## src/rtl/master1_bus_tx_16.sv

```systemverilog
// Master-1 bus transmit stage: fetches one word from the 16-bit register bank,
// arbitrates for the shared bus and drives it to a slave until ack or timeout.
//
// state     | meaning
// ----------+-----------------------------------------------------------
// S_IDLE    | waiting for start; latches src_sel/dest_addr when it comes
// S_FETCH   | rb_read asserted; bank registers rb_rd_data at cycle end
// S_CAPTURE | bank data valid; captured into data_q at cycle end
// S_REQ     | bus_req asserted, waiting for bus_grant (no grant timeout)
// S_XFER    | bus_valid asserted, waiting up to TIMEOUT cycles for slave_ack
// S_DONE    | one-cycle done pulse
// S_ERR     | one-cycle timeout_err pulse
module master1_bus_tx_16 #(
    parameter int unsigned TIMEOUT = 15
) (
    input  logic        clk,
    input  logic        rst_n,
    input  logic        start,
    input  logic [1:0]  src_sel,
    input  logic [1:0]  dest_addr,
    input  logic [15:0] rb_rd_data,
    input  logic        bus_grant,
    input  logic        slave_ack,
    output logic [1:0]  rb_sel,
    output logic        rb_read,
    output logic        bus_req,
    output logic        bus_valid,
    output logic [1:0]  bus_addr,
    output logic [15:0] bus_data,
    output logic        busy,
    output logic        done,
    output logic        timeout_err
);

    localparam int CW = (TIMEOUT < 2) ? 1 : $clog2(TIMEOUT + 1);
    // Counter holds the number of XFER cycles already completed, so the
    // TIMEOUT-th cycle is the one that starts with TIMEOUT-1.
    localparam logic [CW-1:0] CNT_LAST = CW'(TIMEOUT - 1);

    typedef enum logic [2:0] {
        S_IDLE,
        S_FETCH,
        S_CAPTURE,
        S_REQ,
        S_XFER,
        S_DONE,
        S_ERR
    } state_t;

    state_t         state, state_nxt;
    logic [1:0]     sel_q, addr_q;
    logic [15:0]    data_q;
    logic [CW-1:0]  cnt;

    always_ff @(posedge clk or negedge rst_n) begin
        if (!rst_n) begin
            state <= S_IDLE;
        end else begin
            state <= state_nxt;
        end
    end

    always_ff @(posedge clk or negedge rst_n) begin
        if (!rst_n) begin
            sel_q  <= 2'd0;
            addr_q <= 2'd0;
            data_q <= 16'd0;
            cnt    <= '0;
        end else begin
            if (state == S_IDLE && start) begin
                sel_q  <= src_sel;
                addr_q <= dest_addr;
            end
            if (state == S_CAPTURE) begin
                data_q <= rb_rd_data;
            end
            if (state == S_REQ && bus_grant) begin
                cnt <= '0;
            end else if (state == S_XFER) begin
                cnt <= cnt + CW'(1);
            end
        end
    end

    always_comb begin
        state_nxt   = state;
        rb_read     = 1'b0;
        bus_req     = 1'b0;
        bus_valid   = 1'b0;
        done        = 1'b0;
        timeout_err = 1'b0;
        busy        = (state != S_IDLE);
        case (state)
            S_IDLE: begin
                if (start) state_nxt = S_FETCH;
            end
            S_FETCH: begin
                rb_read   = 1'b1;
                state_nxt = S_CAPTURE;
            end
            S_CAPTURE: begin
                state_nxt = S_REQ;
            end
            S_REQ: begin
                bus_req = 1'b1;
                if (bus_grant) state_nxt = S_XFER;
            end
            S_XFER: begin
                bus_req   = 1'b1;
                bus_valid = 1'b1;
                // Ack takes priority over a timeout landing in the same cycle.
                if (slave_ack) begin
                    state_nxt = S_DONE;
                end else if (cnt == CNT_LAST) begin
                    state_nxt = S_ERR;
                end
            end
            S_DONE: begin
                done      = 1'b1;
                state_nxt = S_IDLE;
            end
            S_ERR: begin
                timeout_err = 1'b1;
                state_nxt   = S_IDLE;
            end
            default: begin
                state_nxt = S_IDLE;
            end
        endcase
    end

    assign rb_sel   = sel_q;
    assign bus_addr = addr_q;
    assign bus_data = data_q;

endmodule

```

## config.mk

```make
export PLATFORM = sky130hd
export DESIGN_NAME = master1_bus_tx_16
export DESIGN_NICKNAME = d
export VERILOG_FILES = /design/src/rtl/master1_bus_tx_16.sv
export SDC_FILE = /design/constraint.sdc
export NUM_CORES = 1
export LEC_CHECK = 0
export BUFFER_PORTS_ARGS = -buffer_cell sky130_fd_sc_hd__buf_4
export CORE_MARGIN = 4
export CORE_UTILIZATION = 50
export DETAILED_ROUTE_END_ITERATION = 8
export GPL_ROUTABILITY_DRIVEN = 1
export GPL_TIMING_DRIVEN = 1
export PLACE_DENSITY = 0.82
export SLEW_MARGIN = 5
export SYNTH_ARGS = -nofsm -noshare
export SYNTH_HDL_FRONTEND = slang
export SYNTH_SLANG_ARGS = --single-unit
```

## constraint.sdc

```tcl
create_clock -name clk -period 3.3 [get_ports clk]
set_input_delay 0.66 -clock clk [delete_from_list [all_inputs] [get_ports clk]]
set_output_delay 0.66 -clock clk [all_outputs]
set_load 0.03 [all_outputs]
```

==> results by group <==
Outcome
  • Status: finished clean

Clock tree
  • Clock insertion delay at the later pin of the skew report: 0.30 ns
  • CTS tree: done
  • Clock Path Buffers: 2
  • Clock transition at the registers of the reported paths: 0.13 ns
  • Post-cts resize count: 0
  • Total number of clock tree sinks: 27
  • Setup Buffers After CTS: 0
  • CTS buffer count: 3
  • Hold buffer count at CTS: 0
  • Clk root buf: clkbuf_4
  • Max H-tree Level: 1

Power
  • Design Power: 1800 µW
  • Pwr Density: 1100 nW/µm²
  • VDD IR max: 709 µV
  • Leak pwr: 0.000815 µW

Routing
  • DR iter-0 viols: 29
  • Routed vias/inst: 5.13
  • Pre-antenna DRT Iters: 3
  • WL final: 2480 µm
  • Drc violations: 0
  • Routed WL per cell: 14.6 µm
  • Routed vias: 872
  • ANT nets after route: 0

Logic synthesis
  • Cell Area, Synth: around 1200 µm²
  • Yosys warning count: 0
  • Synth unique cells: 30
  • Post-synthesis sequential area ratio: 54.1%
  • Syn Nets: 119
  • Flops & latches, synth: 27
  • Syn avg cell area: around 14 µm²
  • Cells after Synth: 92

Worst setup path
  • Crit Path Max Fanout: 11
  • WP data arrival: 1.62 ns
  • Critical path type: reg2out
  • Crit end category: output pin
  • Slowest stage delay, CP: ~0.52 ns
  • Slowest library cell on the worst path: dfrtp_1
  • WP data required: 2.64 ns
  • CP cell instances: nor3b_2, a21o_1, buf_4
  • Startpoint Class: flop

STA
  • Final hold vios: 0
  • Slew Viols, Final: 0
  • Ratio of final minimum period to clock period: 69.0%
  • Worst slew pin tran: around 0.5 ns
  • Rel. slew slack: 66.2%
  • Setup TNS: 0 ns
  • Unrepaired setup endpoints after global routing: false
  • Final worst clock skew: around 0.0026 ns
  • Final hold slack: between 0.2 and 0.25 ns
  • Setup-failing EPs final: 0
  • Final Critical Period: 2.28 ns
  • Max Clk Rate: 0.439 GHz

Final layout
  • Filler cells: ~170
  • Area Overhead vs Synth: 31.7%
  • Design area: 1640 µm²
  • Layout cell share with drive strength beyond 1: between 50% and 60%
  • Non-Filler Instances: 170
  • ANT cells: 0
  • Nets: 170

Global route
  • Total track usage: 16.1%
  • Largest net degree at the start of global routing: 28
  • Vias in the first global route: 899
  • Initial antenna violation count: 0
  • GRT overflow: 0
  • First-pass GRT wire length: roughly 4200 µm

Die
  • Die Y: ~58 µm
  • Die Area: about 3400 µm²
  • Cell row count: 17
  • Initial Util: 54.4%
  • Io pins: 51
  • Die X: 58.0 µm
  • CORE AREA: 2300 µm²

Placement
  • Placed Area: 1620 µm²
  • Dpl cells: 166
  • PortBufs: 50
  • Dpl hpwl: 1960 µm
  • Placer Congestion: 0.859

Worst hold path
  • HP Class: in2async

Job
  • Max-cap viol count: 0
==> logic make-up after synthesis <==
logic type      share of synthesized area, %
compound gates                          7.21
simple gates                            11.1
mux                                     21.0
fa+ha+maj                               2.00
buf+inv                                 4.51
flops                                   54.1
==> placed cells by master (no fill, tap or decap), drive strengths merged <==
cell and count:
clkbuf 4, a21o 1, buf 50, and3 4, nand2 1, and2 2, a311oi 1, nor3 2
nor3b 1, dfrtp 27, or3 1, a211oi 2, nor2b 3, nor2 5, a21oi 6, nand4 1
inv 4, o31ai 1, mux2 20, nand3b 1, ha 2, o21ai 1, a2bb2oi 1, o21bai 1
==> registers in the layout, summed over array words and instances (netlist names) <==
signal,flops
state,3
cnt,4
bus_addr,2
rb_sel,2
bus_data,16
==> area by class of cell <==
| cell class | count | area, µm² | area share [%] |
|---|---|---|---|
| inverter | 4 | 15.0 | 0.913 |
| clock buffer | 4 | 26.3 | 1.60 |
| multi-input combinational | 57 | 517 | 31.4 |
| sequential | 27 | 676 | 41.1 |
| tap | 28 | 35.0 | 2.13 |
| timing repair buffer | 50 | 375 | 22.8 |
==> final timing paths <==
kind | start | end | slack [ns] | cells after the start
hold reg to reg | bus_data[9] | bus_data[9] | 0.53 | 1
min in group clk | bus_data[9] | bus_data[9] | 0.53 | 1
setup reg to reg | state[1] | bus_data[15] | 1.69 | 3
max in group asynchronous | rst_n | cnt[3] | 2.82 | 1
hold / removal | rst_n | bus_data[1] | 0.24 | 1
setup / recovery | state[1] | bus_req | 1.02 | 3
==> power by group <==
part / leakage [µW] / total (µW) / internal [µW] / switching (µW)
Combinational: 0.000473 / 1060 / 495 / 567
Clock: 0.0000150 / 131 / 47.1 / 84.0
Sequential: 0.000327 / 611 / 487 / 124
Total: 0.000815 / 1800 / 1030 / 775
==> stage by stage <==
stage	utilization [%]	worst slack, ns
global placement	70.4	1.46
global route	71.6	0.941
CTS	71.6	1.04
finish	71.6	1.02
detailed placement	70.4	1.41
floorplan	-	1.18
==> critical path, delay by kind of cell, from the launching register on <==
family / cells / cell delay [ns]
DFF: 1 / 0.52
and+or+nand+nor: 1 / 0.48
buffers and inverters: 1 / 0.16
AOI/OAI and AO/OA: 1 / 0.15
==> synth_stat cells <==
| library cell | n | area, µm² |
|---|---|---|
| nor2_1 | 4 | 15.0 |
| buf_2 | 2 | 10.0 |
| nor2_4 | 1 | 11.3 |
| nor3b_2 | 1 | 12.5 |
| o21bai_1 | 1 | 7.51 |
| nand3b_1 | 1 | 7.51 |
| dfrtp_1 | 27 | 676 |
| and2_4 | 1 | 8.76 |
| nand2_1 | 1 | 3.75 |
| inv_2 | 1 | 3.75 |
| and3_1 | 4 | 25.0 |
| mux2_2 | 10 | 113 |
| nor2b_1 | 2 | 12.5 |
| mux2_4 | 10 | 150 |
| a311oi_1 | 1 | 8.76 |
| buf_12 | 1 | 20.0 |
| a21o_1 | 1 | 7.51 |
| or3_4 | 1 | 11.3 |
| buf_6 | 1 | 11.3 |
| a2bb2oi_1 | 1 | 8.76 |
| and2_1 | 1 | 6.26 |
| nor3_1 | 2 | 10.0 |
| nand4_1 | 1 | 6.26 |
| a211oi_1 | 2 | 15.0 |
| o31ai_1 | 1 | 7.51 |
| o21ai_0 | 1 | 5.00 |
| a21oi_1 | 6 | 30.0 |
| nor2b_2 | 1 | 8.76 |
| inv_1 | 3 | 11.3 |
| ha_1 | 2 | 25.0 |
==> routing by layer <==
layer  vias up  wire [µm]  part of all wire [%]  GRT usage (%)
li1        424          -                     -              -
met1       411       1050                    42           20.0
met2        33       1190                    48           26.9
met3         4        213                   8.6           4.68
met4         0         27                   1.1           4.97
met5         -          0                     0              0
Power figures use the tool's default switching activity.
